`config.mk`:
```
export PLATFORM = sky130hd
export DESIGN_NAME = faddsub_pipe
export DESIGN_NICKNAME = d
export VERILOG_FILES = /design/src/rtl/fpu_pkg.sv /design/src/rtl/fp_lzc.sv /design/src/rtl/faddsub_pipe.sv
export SDC_FILE = /design/constraint.sdc
export NUM_CORES = 1
export LEC_CHECK = 0
export ABC_AREA = 1
export CAP_MARGIN = 10
export CORE_MARGIN = 10
export CORE_UTILIZATION = 55
export DETAILED_ROUTE_END_ITERATION = 16
export PLACE_DENSITY = 0.76
export SLEW_MARGIN = 20
export SYNTH_ARGS = -nofsm -noshare
export SYNTH_HDL_FRONTEND = slang
export SYNTH_SLANG_ARGS = --single-unit
```
`constraint.sdc`:
```
create_clock -name sys_clk -period 9.6 [get_ports sys_clk]
set_input_delay 1.44 -clock sys_clk [delete_from_list [all_inputs] [get_ports sys_clk]]
set_output_delay 1.44 -clock sys_clk [all_outputs]
set_load 0.02 [all_outputs]
```
`src/rtl/fpu_pkg.sv`:
```
// Shared binary32 types, constants and operand classification for the FPU datapaths.
package fpu_pkg;

  typedef struct packed {
    logic       sign;
    logic [7:0] exp;
    logic [22:0] man;
  } fp32_t;

  localparam logic [31:0] FP_QNAN = 32'h7FC0_0000;
  localparam logic [31:0] FP_PINF = 32'h7F80_0000;
  localparam logic [7:0]  EXP_MAX = 8'hFF;

  typedef enum logic [1:0] {ZERO, NORM, INF, NAN} fp_class_t;

  // Exponent 0 is always ZERO: denormal mantissas are ignored.
  function automatic fp_class_t classify(input fp32_t v);
    if (v.exp == '0) return ZERO;
    if (v.exp == EXP_MAX) return (v.man == '0) ? INF : NAN;
    return NORM;
  endfunction

endpackage

```
`src/rtl/fp_lzc.sv`:
```
// Combinational leading-zero counter over a 27-bit extended mantissa.
module fp_lzc (
  input  logic [26:0] value,
  output logic [4:0]  count
);

  // Ascending scan: the highest set bit is the last to write the count.
  always_comb begin
    count = 5'd27;
    for (int unsigned i = 0; i < 27; i++) begin
      if (value[i]) count = 5'(26 - i);
    end
  end

endmodule

```
`src/rtl/faddsub_pipe.sv`:
```
// Three-stage pipelined binary32 add/subtract with valid/ready flow control,
// sideband tag, flush-to-zero and Inf/NaN handling.
module faddsub_pipe
  import fpu_pkg::*;
#(
  parameter int TAG_W = 5
) (
  input  logic             sys_clk,
  input  logic             rst,
  input  logic             in_valid,
  output logic             in_ready,
  input  logic             op,
  input  logic [31:0]      x1,
  input  logic [31:0]      x2,
  input  logic [TAG_W-1:0] in_tag,
  output logic             out_valid,
  input  logic             out_ready,
  output logic [31:0]      y,
  output logic [TAG_W-1:0] out_tag,
  output logic             ovf,
  output logic             nan
);

  typedef enum logic [1:0] {SP_NONE, SP_NAN, SP_INF} special_t;

  logic advance;
  assign advance  = !out_valid || out_ready;
  assign in_ready = advance;

  // ---------------- S1: unpack, classify, compare, align, add
  fp32_t      a, b;
  fp_class_t  ca, cb;
  logic       sb, swap, big_s, small_s;
  logic [7:0] big_e, small_e, diff_e;
  logic [23:0] big_m, small_m;
  logic [4:0]  sh;
  logic [57:0] wide;
  logic [26:0] big_x, aligned;
  logic [27:0] sum;
  special_t   sp_n;
  logic       sp_sign_n;

  always_comb begin
    a  = x1;
    b  = x2;
    sb = b.sign ^ op;
    ca = classify(a);
    cb = classify(b);
    swap    = ((b.exp == '0) ? 31'd0 : b[30:0]) > ((a.exp == '0) ? 31'd0 : a[30:0]);
    big_s   = swap ? sb : a.sign;
    small_s = swap ? a.sign : sb;
    big_e   = swap ? b.exp : a.exp;
    small_e = swap ? a.exp : b.exp;
    big_m   = (big_e == '0) ? '0 : {1'b1, swap ? b.man : a.man};
    small_m = (small_e == '0) ? '0 : {1'b1, swap ? a.man : b.man};
    diff_e  = big_e - small_e;
    sh      = (diff_e > 8'd31) ? 5'd31 : diff_e[4:0];
    // Shift into a wide window so every bit lost below S folds into sticky.
    wide    = {small_m, 34'd0} >> sh;
    aligned = {wide[57:32], wide[31] | (|wide[30:0])};
    big_x   = {big_m, 3'b000};
    sum     = (big_s ^ small_s) ? {1'b0, big_x} - {1'b0, aligned}
                                : {1'b0, big_x} + {1'b0, aligned};
    sp_n      = SP_NONE;
    sp_sign_n = 1'b0;
    if (ca == NAN || cb == NAN || (ca == INF && cb == INF && a.sign != sb)) begin
      sp_n = SP_NAN;
    end else if (ca == INF) begin
      sp_n      = SP_INF;
      sp_sign_n = a.sign;
    end else if (cb == INF) begin
      sp_n      = SP_INF;
      sp_sign_n = sb;
    end
  end

  logic             v1, v2;
  logic [27:0]      s1_sum;
  logic [7:0]       s1_exp;
  logic             s1_sign, s1_zsign, s1_sp_sign;
  special_t         s1_sp;
  logic [TAG_W-1:0] s1_tag;

  // ---------------- S2: carry adjust, leading-zero count, normalise
  logic [4:0]         lz;
  logic               carry;
  logic [26:0]        norm_m;
  logic signed [9:0]  norm_e;

  fp_lzc u_lzc (
    .value (s1_sum[26:0]),
    .count (lz)
  );

  always_comb begin
    carry  = s1_sum[27];
    norm_m = carry ? {s1_sum[27:2], s1_sum[1] | s1_sum[0]} : (s1_sum[26:0] << lz);
    norm_e = carry ? ({2'b00, s1_exp} + 10'd1) : ({2'b00, s1_exp} - {5'd0, lz});
  end

  logic [26:0]        s2_man;
  logic signed [9:0]  s2_exp;
  logic               s2_zero, s2_sign, s2_zsign, s2_sp_sign;
  special_t           s2_sp;
  logic [TAG_W-1:0]   s2_tag;

  // ---------------- S3: round to nearest even, pack, special-case mux
  logic               rnd_up;
  logic [24:0]        rnd_m;
  logic signed [9:0]  rnd_e;
  logic [22:0]        frac;
  logic [31:0]        y_n;
  logic               ovf_n, nan_n;

  always_comb begin
    rnd_up = s2_man[2] & (s2_man[1] | s2_man[0] | s2_man[3]);
    rnd_m  = {1'b0, s2_man[26:3]} + 25'(rnd_up);
    rnd_e  = rnd_m[24] ? s2_exp + 10'sd1 : s2_exp;
    frac   = rnd_m[24] ? rnd_m[23:1] : rnd_m[22:0];
    y_n    = {s2_sign, rnd_e[7:0], frac};
    ovf_n  = 1'b0;
    nan_n  = 1'b0;
    if (s2_sp == SP_NAN) begin
      y_n   = FP_QNAN;
      nan_n = 1'b1;
    end else if (s2_sp == SP_INF) begin
      y_n = FP_PINF | {s2_sp_sign, 31'd0};
    end else if (s2_zero) begin
      y_n = {s2_zsign, 31'd0};
    end else if (s2_exp <= 10'sd0) begin
      y_n = {s2_sign, 31'd0};
    end else if (rnd_e >= 10'sd255) begin
      y_n   = FP_PINF | {s2_sign, 31'd0};
      ovf_n = 1'b1;
    end
  end

  // ---------------- Control and output register (reset)
  always_ff @(posedge sys_clk) begin
    if (rst) begin
      v1        <= 1'b0;
      v2        <= 1'b0;
      out_valid <= 1'b0;
      y         <= '0;
      out_tag   <= '0;
      ovf       <= 1'b0;
      nan       <= 1'b0;
    end else if (advance) begin
      v1        <= in_valid;
      v2        <= v1;
      out_valid <= v2;
      y         <= y_n;
      out_tag   <= s2_tag;
      ovf       <= ovf_n;
      nan       <= nan_n;
    end
  end

  // ---------------- Stage data registers (don't-care while invalid)
  always_ff @(posedge sys_clk) begin
    if (advance) begin
      s1_sum     <= sum;
      s1_exp     <= big_e;
      s1_sign    <= big_s;
      s1_zsign   <= a.sign & sb;
      s1_sp      <= sp_n;
      s1_sp_sign <= sp_sign_n;
      s1_tag     <= in_tag;
      s2_man     <= norm_m;
      s2_exp     <= norm_e;
      s2_zero    <= (s1_sum == '0);
      s2_sign    <= s1_sign;
      s2_zsign   <= s1_zsign;
      s2_sp      <= s1_sp;
      s2_sp_sign <= s1_sp_sign;
      s2_tag     <= s1_tag;
    end
  end

endmodule
```
==> results.py <==
metrics = {
    "worst_setup_path": {
        "worstReg2RegStart": "s1_sum[2]",
        "critPathMaxFanout": 21,
        "slowest_stage": "clkdlybuf4s50_1",
        "slowest_delay_ns": 0.43,
        "crit_type": "in -> reg",
        "reg2reg_slack_ns": 4.30,
        "cp_data_arrival_time_ns": 9.15,
        "cpMostUsedCell": "nand3_1",
        "setup.worst_path.start_class": "input pin",
        "r2r-end": "s2_man[24]",
        "reg2reg_depth": 33,
        "setup.worst_path.end_class": "flop",
        "cp-startpoint": "x2[23]",
        "critical_path.endpoint": "s1_sum[25]",
        "worstPathRequired_ns": 9.78,
    },
    "global_routing": {
        "gr-usage-all-layers": 0.270,
        "grt_pass1_vias": 14800,
        "overflow": 0,
        "antenna_found_initial": 0,
        "grt_max_degree": 65,
        "grt_first_pass_wirelength_um": 74300,
    },
    "drt": {
        "dr.max_layer_used": "met4",
        "vias": 15700,
        "drt_first_pass_iters": 5,
        "dr.first_iter.drc_count": 1287,
        "drc": 0,
        "wl_per_cell_um": 17.3,
        "drt.antenna.violating_nets": 0,
        "wl_met3_um": 2780,
        "viasPerCell": 5.78,
        "wl_met2_um": 23200,
        "wl_met1_um": 18600,
        "routed_wl_um": 47000,
    },
    "power": {
        "powerDensity_nw_per_um2": 199,
        "irDropWorstVdd_v": 0.000198,
        "power.leakage_uw": 0.00792,
    },
    "logic_synthesis": {
        "ys_ff_latch": 136,
        "synthCells": 2277,
        "synthesis.nets": 2444,
        "syn-cell-area_um2": 14500,
        "synthArstFlopShare": 0,
        "postSynthAreaPerCell_um2": 6.35,
        "yosys_warnings": 0,
        "synth_edf_count": 94,
        "ys_types": 60,
        "synth_seq_area_share": 0.253,
        "synthFlopType": "edfxtp_1",
    },
    "clock_tree": {
        "postCtsHoldBufs": 0,
        "clk_pin_slew_worst_paths_ns": 0.07,
        "cts_num_sinks": 136,
        "root_buffer": "clkbuf_16",
        "cts.htree.levels": 4,
        "cts.path.max_buffers": 2,
        "cts_tree": "built",
        "numCtsBuffers": 17,
        "clk-insertion-delay-late_ns": 0.42,
    },
    "timing": {
        "slew_headroom": 0.398,
        "tightest_slew_ns": 0.897,
        "skew_ns": 0.0142,
        "hold_viol": 0,
        "period_minus_slack_ns": 8.97,
        "period_share": 0.935,
        "tns_ns": 0,
        "setup_viol": 0,
        "hold_ws_ns": 0.406,
        "setup_ws_ns": 0.627,
        "fmax_mhz": 111,
        "maxSlewViolCount": 0,
    },
    "cells_and_area": {
        "final_common_cell": "nand2_1",
        "multi_input_area_um2": 9380,
        "final_nets": 2528,
        "fillCellCount": 2361,
        "layout_common_cells": "nand2_1 (623), inv_1 (281), nor2_1 (207), nand3_1 (195), o21ai_0 (136)",
        "diodes": 0,
        "regArea_um2": 3660,
        "final_area_um2": 16800,
        "areaGrowthSynthToFinish_pct": 16.2,
        "drive_gt1_frac": 0.0649,
        "fin_cells": 2709,
    },
    "run": {
        "maxCapViolations": 0,
    },
    "place": {
        "dp_hpwl_um": 37100,
        "placed_area_um2": 15900,
        "port_buffers": 114,
        "routabilityCongestion": 0.986,
        "placed_cells": 2660,
        "dp_slack_ns": 0.112,
    },
    "floorplan": {
        "pin_count": 115,
        "die_area_um2": 33200,
        "die_h_um": 182,
        "fp-row-count": 59,
        "core_area_um2": 26000,
        "die_w_um": 182,
        "start_util": 0.556,
    },
    "hold_path": {
        "hold_class": "reg -> reg",
        "holdCritStartpoint": "s1_sp[0]",
    },
    "run_status": {
        "status": "finished clean",
    },
}
where the power goes:
part	internal (uW)	switching, uW	leakage, uW	total, uW
clock	366	277	0.000295	643
sequential	836	129	0.00135	966
combinational	600	1140	0.00627	1740
flip-flops by register name (all words and copies together) (netlist names), 2 cells and up:
register / count
s1_tag: 5
s2_exp: 10
s2_man: 27
y: 32
out_tag: 5
s2_sp: 2
s1_exp: 8
s1_sum: 28
s2_tag: 5
s1_sp: 2
metal layers:
metal	GRT usage	vias to the layer above
met3	0.0326	123
met5	0	-
li1	-	7764
met1	0.304	7179
met4	0.138	0
met2	0.490	596
how the worst min path moves through the flow:
stage	end	slack, ns	cells past startpoint
after detailed placement	s2_sp[0]	0.40	0
after CTS	s2_sp[0]	0.41	0
after global placement	s2_sign	0.40	0
after global routing	s2_zsign	0.42	0
final	s2_sp[0]	0.41	0
after floorplan	s2_sign	0.40	0
layout make-up:
class	instances	share of cell area
multi-input cells	1751	0.559
flip-flops and latches	136	0.218
repair buffers	160	0.0965
inverters	295	0.0669
clock buffers	19	0.0276
well taps	335	0.0250
clock inverters	13	0.00723
kinds of logic after synthesis:
kind of cell    count (synthesis)  share of synthesized area
compound gates                395                      0.158
mux                             9                    0.00623
fa+ha+maj                      93                     0.0815
simple gates                 1199                      0.361
xor+xnor                       52                     0.0315
flops                         136                      0.253
buf+inv                       393                      0.108
cells in the mapped netlist (11+ instances only):
master,number,area share
nor2_1,212,0.055
nand2_2,15,0.0065
o21ai_0,137,0.047
a211oi_1,28,0.015
o211ai_1,24,0.012
buf_2,11,0.0038
nor3_1,34,0.012
nand4_1,49,0.021
nand2_1,628,0.16
clkbuf_1,71,0.018
a21oi_1,126,0.044
nor4_1,26,0.011
dfxtp_1,42,0.058
ha_1,91,0.079
a31oi_1,13,0.0056
o22ai_1,12,0.0052
edfxtp_1,94,0.20
xor2_1,43,0.026
nand3_1,198,0.069
inv_1,283,0.073
critical path: cells and delay by family:
family / cells / cell delay [ns]
simple gates: 37 / 4.16
buf+inv: 9 / 1.61
compound gates: 7 / 1.06
fa+ha+maj: 3 / 0.85
what timing repair did:
| action | CTS | global route |
|---|---|---|
| buffers inserted | 0 | 10 |
| resized for setup | 0 | 46 |
| setup endpoints to repair | 0 | 6 |
stage by stage:
| step | util | total power [uW] |
|---|---|---|
| 3_3_place_gp | 0.610 | 2600 |
| 5_1_grt | 0.646 | 3580 |
| 2_1_floorplan | - | 2100 |
| 3_5_place_dp | 0.610 | 2620 |
| 6_report | 0.646 | 3340 |
| 4_1_cts | 0.633 | 3270 |
(Power assumes the default switching activity.)
